<file path="src/rtl/sd_resp_receive.sv">
// SD-card SPI response receiver: hunts for the start bit on MISO, then shifts in an R1 or R7/R3 response.
// Optional R1b busy wait is compiled in when SD_RESP_BUSY_WAIT_EN is defined.
module sd_resp_receive #(
    parameter int longBits    = 40,
    parameter int shortBits   = 8,
    parameter int timeoutBits = 64
) (
    input  logic                spiClock,
    input  logic                reset,
    input  logic                start,
    input  logic                longResp,
`ifdef SD_RESP_BUSY_WAIT_EN
    input  logic                busyWait,
`endif
    input  logic                miso,
    output logic [longBits-1:0] resp,
    output logic                finish,
    output logic                error
);

    localparam int HUNT_W = $clog2(timeoutBits);
    localparam int CNT_W  = $clog2(longBits + 1);

    localparam logic [HUNT_W-1:0]   HUNT_LAST  = HUNT_W'(timeoutBits - 1);
    localparam logic [CNT_W-1:0]    LONG_CNT   = CNT_W'(longBits - 1);
    localparam logic [CNT_W-1:0]    SHORT_CNT  = CNT_W'(shortBits - 1);
    localparam logic [longBits-1:0] SHORT_MASK = {{(longBits - shortBits){1'b0}}, {shortBits{1'b1}}};

`ifdef SD_RESP_BUSY_WAIT_EN
    typedef enum logic [2:0] {IDLE, HUNT, SHIFT, DONE, BUSY} state_t;
`else
    typedef enum logic [1:0] {IDLE, HUNT, SHIFT, DONE} state_t;
`endif

    state_t              state;
    state_t              state_next;
    logic                lenSel;
    logic [HUNT_W-1:0]   huntCnt;
    logic [CNT_W-1:0]    bitCnt;
    logic [longBits-1:0] shifted;
    logic                lastBit;
    logic                huntExpired;
`ifdef SD_RESP_BUSY_WAIT_EN
    logic                busySel;
`endif

    // The shift register is masked to the selected length so R1 stays right-justified.
    assign shifted     = {resp[longBits-2:0], miso} & (lenSel ? {longBits{1'b1}} : SHORT_MASK);
    assign lastBit     = (bitCnt == CNT_W'(1));
    assign huntExpired = (huntCnt == HUNT_LAST);

    always_ff @(posedge spiClock) begin
        if (reset) begin
            state <= IDLE;
        end else begin
            state <= state_next;
        end
    end

    // Dropping start always wins, even on the edge that would complete the transfer.
    always_comb begin
        state_next = state;
        case (state)
            IDLE: begin
                if (start) state_next = HUNT;
            end
            HUNT: begin
                if (!start)                  state_next = IDLE;
                else if (!miso)              state_next = SHIFT;
                else if (huntExpired)        state_next = DONE;
            end
            SHIFT: begin
                if (!start) begin
                    state_next = IDLE;
                end else if (lastBit) begin
`ifdef SD_RESP_BUSY_WAIT_EN
                    state_next = busySel ? BUSY : DONE;
`else
                    state_next = DONE;
`endif
                end
            end
`ifdef SD_RESP_BUSY_WAIT_EN
            BUSY: begin
                if (!start)     state_next = IDLE;
                else if (miso)  state_next = DONE;
            end
`endif
            DONE: begin
                if (!start) state_next = IDLE;
            end
            default: state_next = IDLE;
        endcase
    end

    always_ff @(posedge spiClock) begin
        if (reset) begin
            resp    <= '0;
            finish  <= 1'b0;
            error   <= 1'b0;
            lenSel  <= 1'b0;
            huntCnt <= '0;
            bitCnt  <= '0;
`ifdef SD_RESP_BUSY_WAIT_EN
            busySel <= 1'b0;
`endif
        end else begin
            case (state)
                IDLE: begin
                    finish <= 1'b0;
                    if (start) begin
                        lenSel  <= longResp;
                        resp    <= '0;
                        huntCnt <= '0;
                        error   <= 1'b0;
`ifdef SD_RESP_BUSY_WAIT_EN
                        busySel <= busyWait;
`endif
                    end
                end
                HUNT: begin
                    if (start) begin
                        if (!miso) begin
                            // The start bit itself is the response MSB, always zero.
                            resp   <= '0;
                            bitCnt <= lenSel ? LONG_CNT : SHORT_CNT;
                        end else if (huntExpired) begin
                            error  <= 1'b1;
                            finish <= 1'b1;
                            resp   <= '0;
                        end else begin
                            huntCnt <= huntCnt + HUNT_W'(1);
                        end
                    end
                end
                SHIFT: begin
                    if (start) begin
                        resp   <= shifted;
                        bitCnt <= bitCnt - CNT_W'(1);
`ifdef SD_RESP_BUSY_WAIT_EN
                        if (lastBit && !busySel) begin
`else
                        if (lastBit) begin
`endif
                            finish <= 1'b1;
                            error  <= 1'b0;
                        end
                    end
                end
`ifdef SD_RESP_BUSY_WAIT_EN
                BUSY: begin
                    if (start && miso) begin
                        finish <= 1'b1;
                        error  <= 1'b0;
                    end
                end
`endif
                DONE: begin
                    if (!start) finish <= 1'b0;
                end
                default: begin
                    finish <= 1'b0;
                end
            endcase
        end
    end

endmodule

</file>
<file path="config.mk">
export PLATFORM = sky130hd
export DESIGN_NAME = sd_resp_receive
export DESIGN_NICKNAME = d
export VERILOG_FILES = /design/src/rtl/sd_resp_receive.sv
export SDC_FILE = /design/constraint.sdc
export NUM_CORES = 1
export LEC_CHECK = 0
export CORE_UTILIZATION = 48
export DETAILED_ROUTE_END_ITERATION = 7
export GPL_TIMING_DRIVEN = 0
export PLACE_DENSITY = 0.74
export SYNTH_ARGS = -nofsm -noshare
export SYNTH_HDL_FRONTEND = slang
export SYNTH_SLANG_ARGS = --single-unit
export TNS_END_PERCENT = 50
</file>
<file path="constraint.sdc">
create_clock -name spiClock -period 1.75 [get_ports spiClock]
set_input_delay 0.175 -clock spiClock [delete_from_list [all_inputs] [get_ports spiClock]]
set_output_delay 0.175 -clock spiClock [all_outputs]
set_load 0.05 [all_outputs]
</file>
==> summary.md <==
| Metric | Value |
|---|---|
| Antenna Cells | `0` |
| Top cell family by delay on the critical path | `buffers and inverters` |
| Clock Pin Slew Worst Setup and Hold Paths | `0.07 ns` |
| CTS H-tree depth | `3` |
| Critical Path RT | `1.57 ns` |
| Placer Congestion | `between 0.8 and 0.9` |
| First-pass GRT wire length | `12,200 um` |
| GR Layer Usage met1 | `0.326` |
| Hold/Removal Path Class | `in2reg` |
| Nets | `roughly 410` |
| Post-detail-place hpwl | `~5000 um` |
| Commonest non-fill, non-tap cell in the layout | `dfxtp_1` |
| YS warnings | `0` |
| Startpoint types | `flip-flop` |
| Met3 Resource Use GR | `0.0753` |
| Largest net degree at the start of global routing | `12` |
| Gr busiest metal | `met2` |
| Die area | `just over 6000 um^2` |
| Crit Path Category | `reg2out` |
| Status | `complete, no violations` |
| CORE AREA | `5540 um^2` |
| Reg-to-Reg Start | `state[0]` |
| Clock Tree Root | `clkbuf_8` |
| Reg2reg end | `error` |
| Maxcap violations | `0` |
| CP max stage cell | `clkdlybuf4s50_1` |
| Pleak | `~1.5 nW` |
| Clock sinks | `57` |
| #FFs+latches synth | `between 50 and 60` |
| WL final | `approximately 7600 um` |
| Share of cells above drive strength 1 | `0.174` |
| Boundary Pins | `47` |
| Critical Path Max Stage Delay | `~0.8 ns` |
| Slew Limit Fails | `0` |
| Worst skew pair latency | `0.35 ns` |
| Buf/Inv on CP | `1` |
| Vias in the first global route | `roughly 2,600` |
| Syn_nets | `350` |
| Post-synthesis sequential area ratio | `0.413` |
| Gr ovfl total | `0` |
| Std cell rows | `27` |
| Routed vias | `2,874` |
| Crit path cell chain | `clkdlybuf4s50_1` |
| Synth Instances | `336` |
| Mean post-synth cell area | `approximately 8.2 um^2` |
| Final worst slack | `around 0.03 ns` |
| Layout Skew | `~0.0030 ns` |
| CP max FO | `2` |
| Initial antenna violation count | `0` |
| Final Hold Viols | `0` |
| Hold EP | `lenSel` |
| Hold_sp | `longResp` |
| Worst VDD drop | `0.639 mV` |
| Total CTS buffers | `9` |
| WL/cell | `roughly 16 um` |
| DRT iter0 DRCs | `289` |
| Most frequent cells in the layout | `dfxtp_1, a21oi_1, nand4_1` |
| Final setup viols | `0` |
| Met2 usage in global routing | `0.409` |
| Utilization after layout | `0.681` |
| Design Area, Final | `3770 um^2` |
| Mapped cell area | `between 2000 and 3000 um^2` |
| Initial Util | `0.498` |
| CTS max path bufs | `2` |
| Layout area overhead | `36.7%` |
| R2R setup slack | `around 0.070 ns` |
| Worst Setup End Kind | `primary output` |
| Fin crit period | `1.72 ns` |
| FF-to-FF path depth | `7` |
| # DRC | `0` |
| Final ANT Viol Nets | `0` |
| Worst slack, placed | `-0.225 ns` |
| Slew headroom | `0.608` |
| Total Routing Usage GR | `0.259` |
| Worst hold stages | `3` |
| PwrDens | `slightly above 900 nW/um^2` |
| Final worst-path cycle share | `0.982` |
| Area post-placement | `around 3300 um^2` |
| Pre-antenna DRT Iters | `6` |
| Chip width | `between 70 and 80 um` |
| CTS Hold Bufs | `0` |
| Post-route setup TNS | `0 ns` |
| Die H | `77.8 um` |
| Vias per cell | `6.06` |
| IO buf count | `between 40 and 50` |
| Hold WS | `approximately 0.44 ns` |
| Slew @ Worst Pin | `roughly 0.59 ns` |
| F_max | `about 0.58 GHz` |
| CP arrival | `1.54 ns` |
| CTS tree | `built` |
| Synth unique cells | `43` |
==> synth_stat cells, drive strengths merged <==
cell | count | area, um^2
clkbuf | 20 | 75.1
a41oi | 1 | 16.3
a311oi | 3 | 32.5
o31ai | 2 | 15.0
a31oi | 4 | 31.3
o41ai | 1 | 8.76
nor2b | 1 | 6.26
a221oi | 2 | 17.5
nand2 | 10 | 37.5
and2 | 1 | 6.26
buf | 15 | 80.1
a211oi | 1 | 7.51
nand4 | 41 | 257
inv | 11 | 41.3
o21ai | 51 | 267
a21bo | 1 | 10.0
o22ai | 1 | 6.26
a22o | 1 | 8.76
nand2b | 8 | 50.1
and3 | 4 | 25.0
a21oi | 51 | 255
nor2 | 9 | 33.8
mux2i | 4 | 40.0
o21bai | 2 | 15.0
and4b | 1 | 10.0
a211o | 1 | 8.76
nand3b | 1 | 7.51
nor3 | 4 | 20.0
ha | 9 | 113
a21boi | 1 | 7.51
dfxtp | 57 | 1140
o32ai | 2 | 17.5
o21ba | 1 | 10.0
nand3 | 10 | 50.1
o2bb2ai | 1 | 8.76
or3 | 3 | 23.8
==> cell type report <==
class	count	area, um^2
flip-flops and latches	57	1150
repair buffers	52	536
fillers	470	1770
multi-input cells	233	1500
inverters	11	43.8
clock buffers	10	138
plain buffers	33	201
clock inverters	6	115
well taps	72	90.1
==> worst max-delay path by stage <==
stage / startpoint / end / depth (start not counted)
after detailed placement: state[0] / resp[34] / 8
after CTS: state[1] / bitCnt[5] / 7
final: error / error / 1
after global routing: state[0] / resp[15] / 7
after floorplan: state[1] / resp[10] / 8
after global placement: state[1] / resp[8] / 7
==> stage by stage <==
step	total power, mW	cells
6_report	3.45	474
4_1_cts	3.41	471
5_1_grt	3.58	474
3_5_place_dp	1.82	454
2_1_floorplan	1.69	336
3_3_place_gp	1.81	454
==> tightest hold or removal path: stages <==
cell	delay [ns]
clkdlybuf4s50_1	0.42
nand3_1	0.08
a21oi_1	0.06
==> report_power, final <==
part / internal, mW / total (mW) / switching, mW
Combinational: 0.198 / 0.535 / 0.338
Clock: 0.988 / 1.57 / 0.584
Sequential: 1.32 / 1.34 / 0.0224
==> kinds of logic after synthesis <==
family / count (synthesis) / share of synthesized area
AO/OA/AOI/OAI: 127 / 0.269
adder cells (fa/ha/maj): 9 / 0.0408
buffers and inverters: 46 / 0.0712
flip-flops: 57 / 0.413
multiplexers: 4 / 0.0145
AND/OR/NAND/NOR: 93 / 0.191
==> state kept, by name, indices dropped and copies added (netlist names) <==
name and flops:
bitCnt 6, error 1, finish 1, huntCnt 6, lenSel 1, resp 40, state 2
==> metal layers <==
metal  vias up  share of wire
met4         0          0.022
met3        21          0.059
met1      1382           0.45
li1       1378              -
met5         -              0
met2        93           0.47
==> timing repair <==
action                     CTS  global route
gates resized for setup     33            42
setup endpoints to repair   51            65
pin swaps                    2             4
hold endpoints to repair     0             0
setup buffers                2             4
Power figures use the tool's default switching activity.
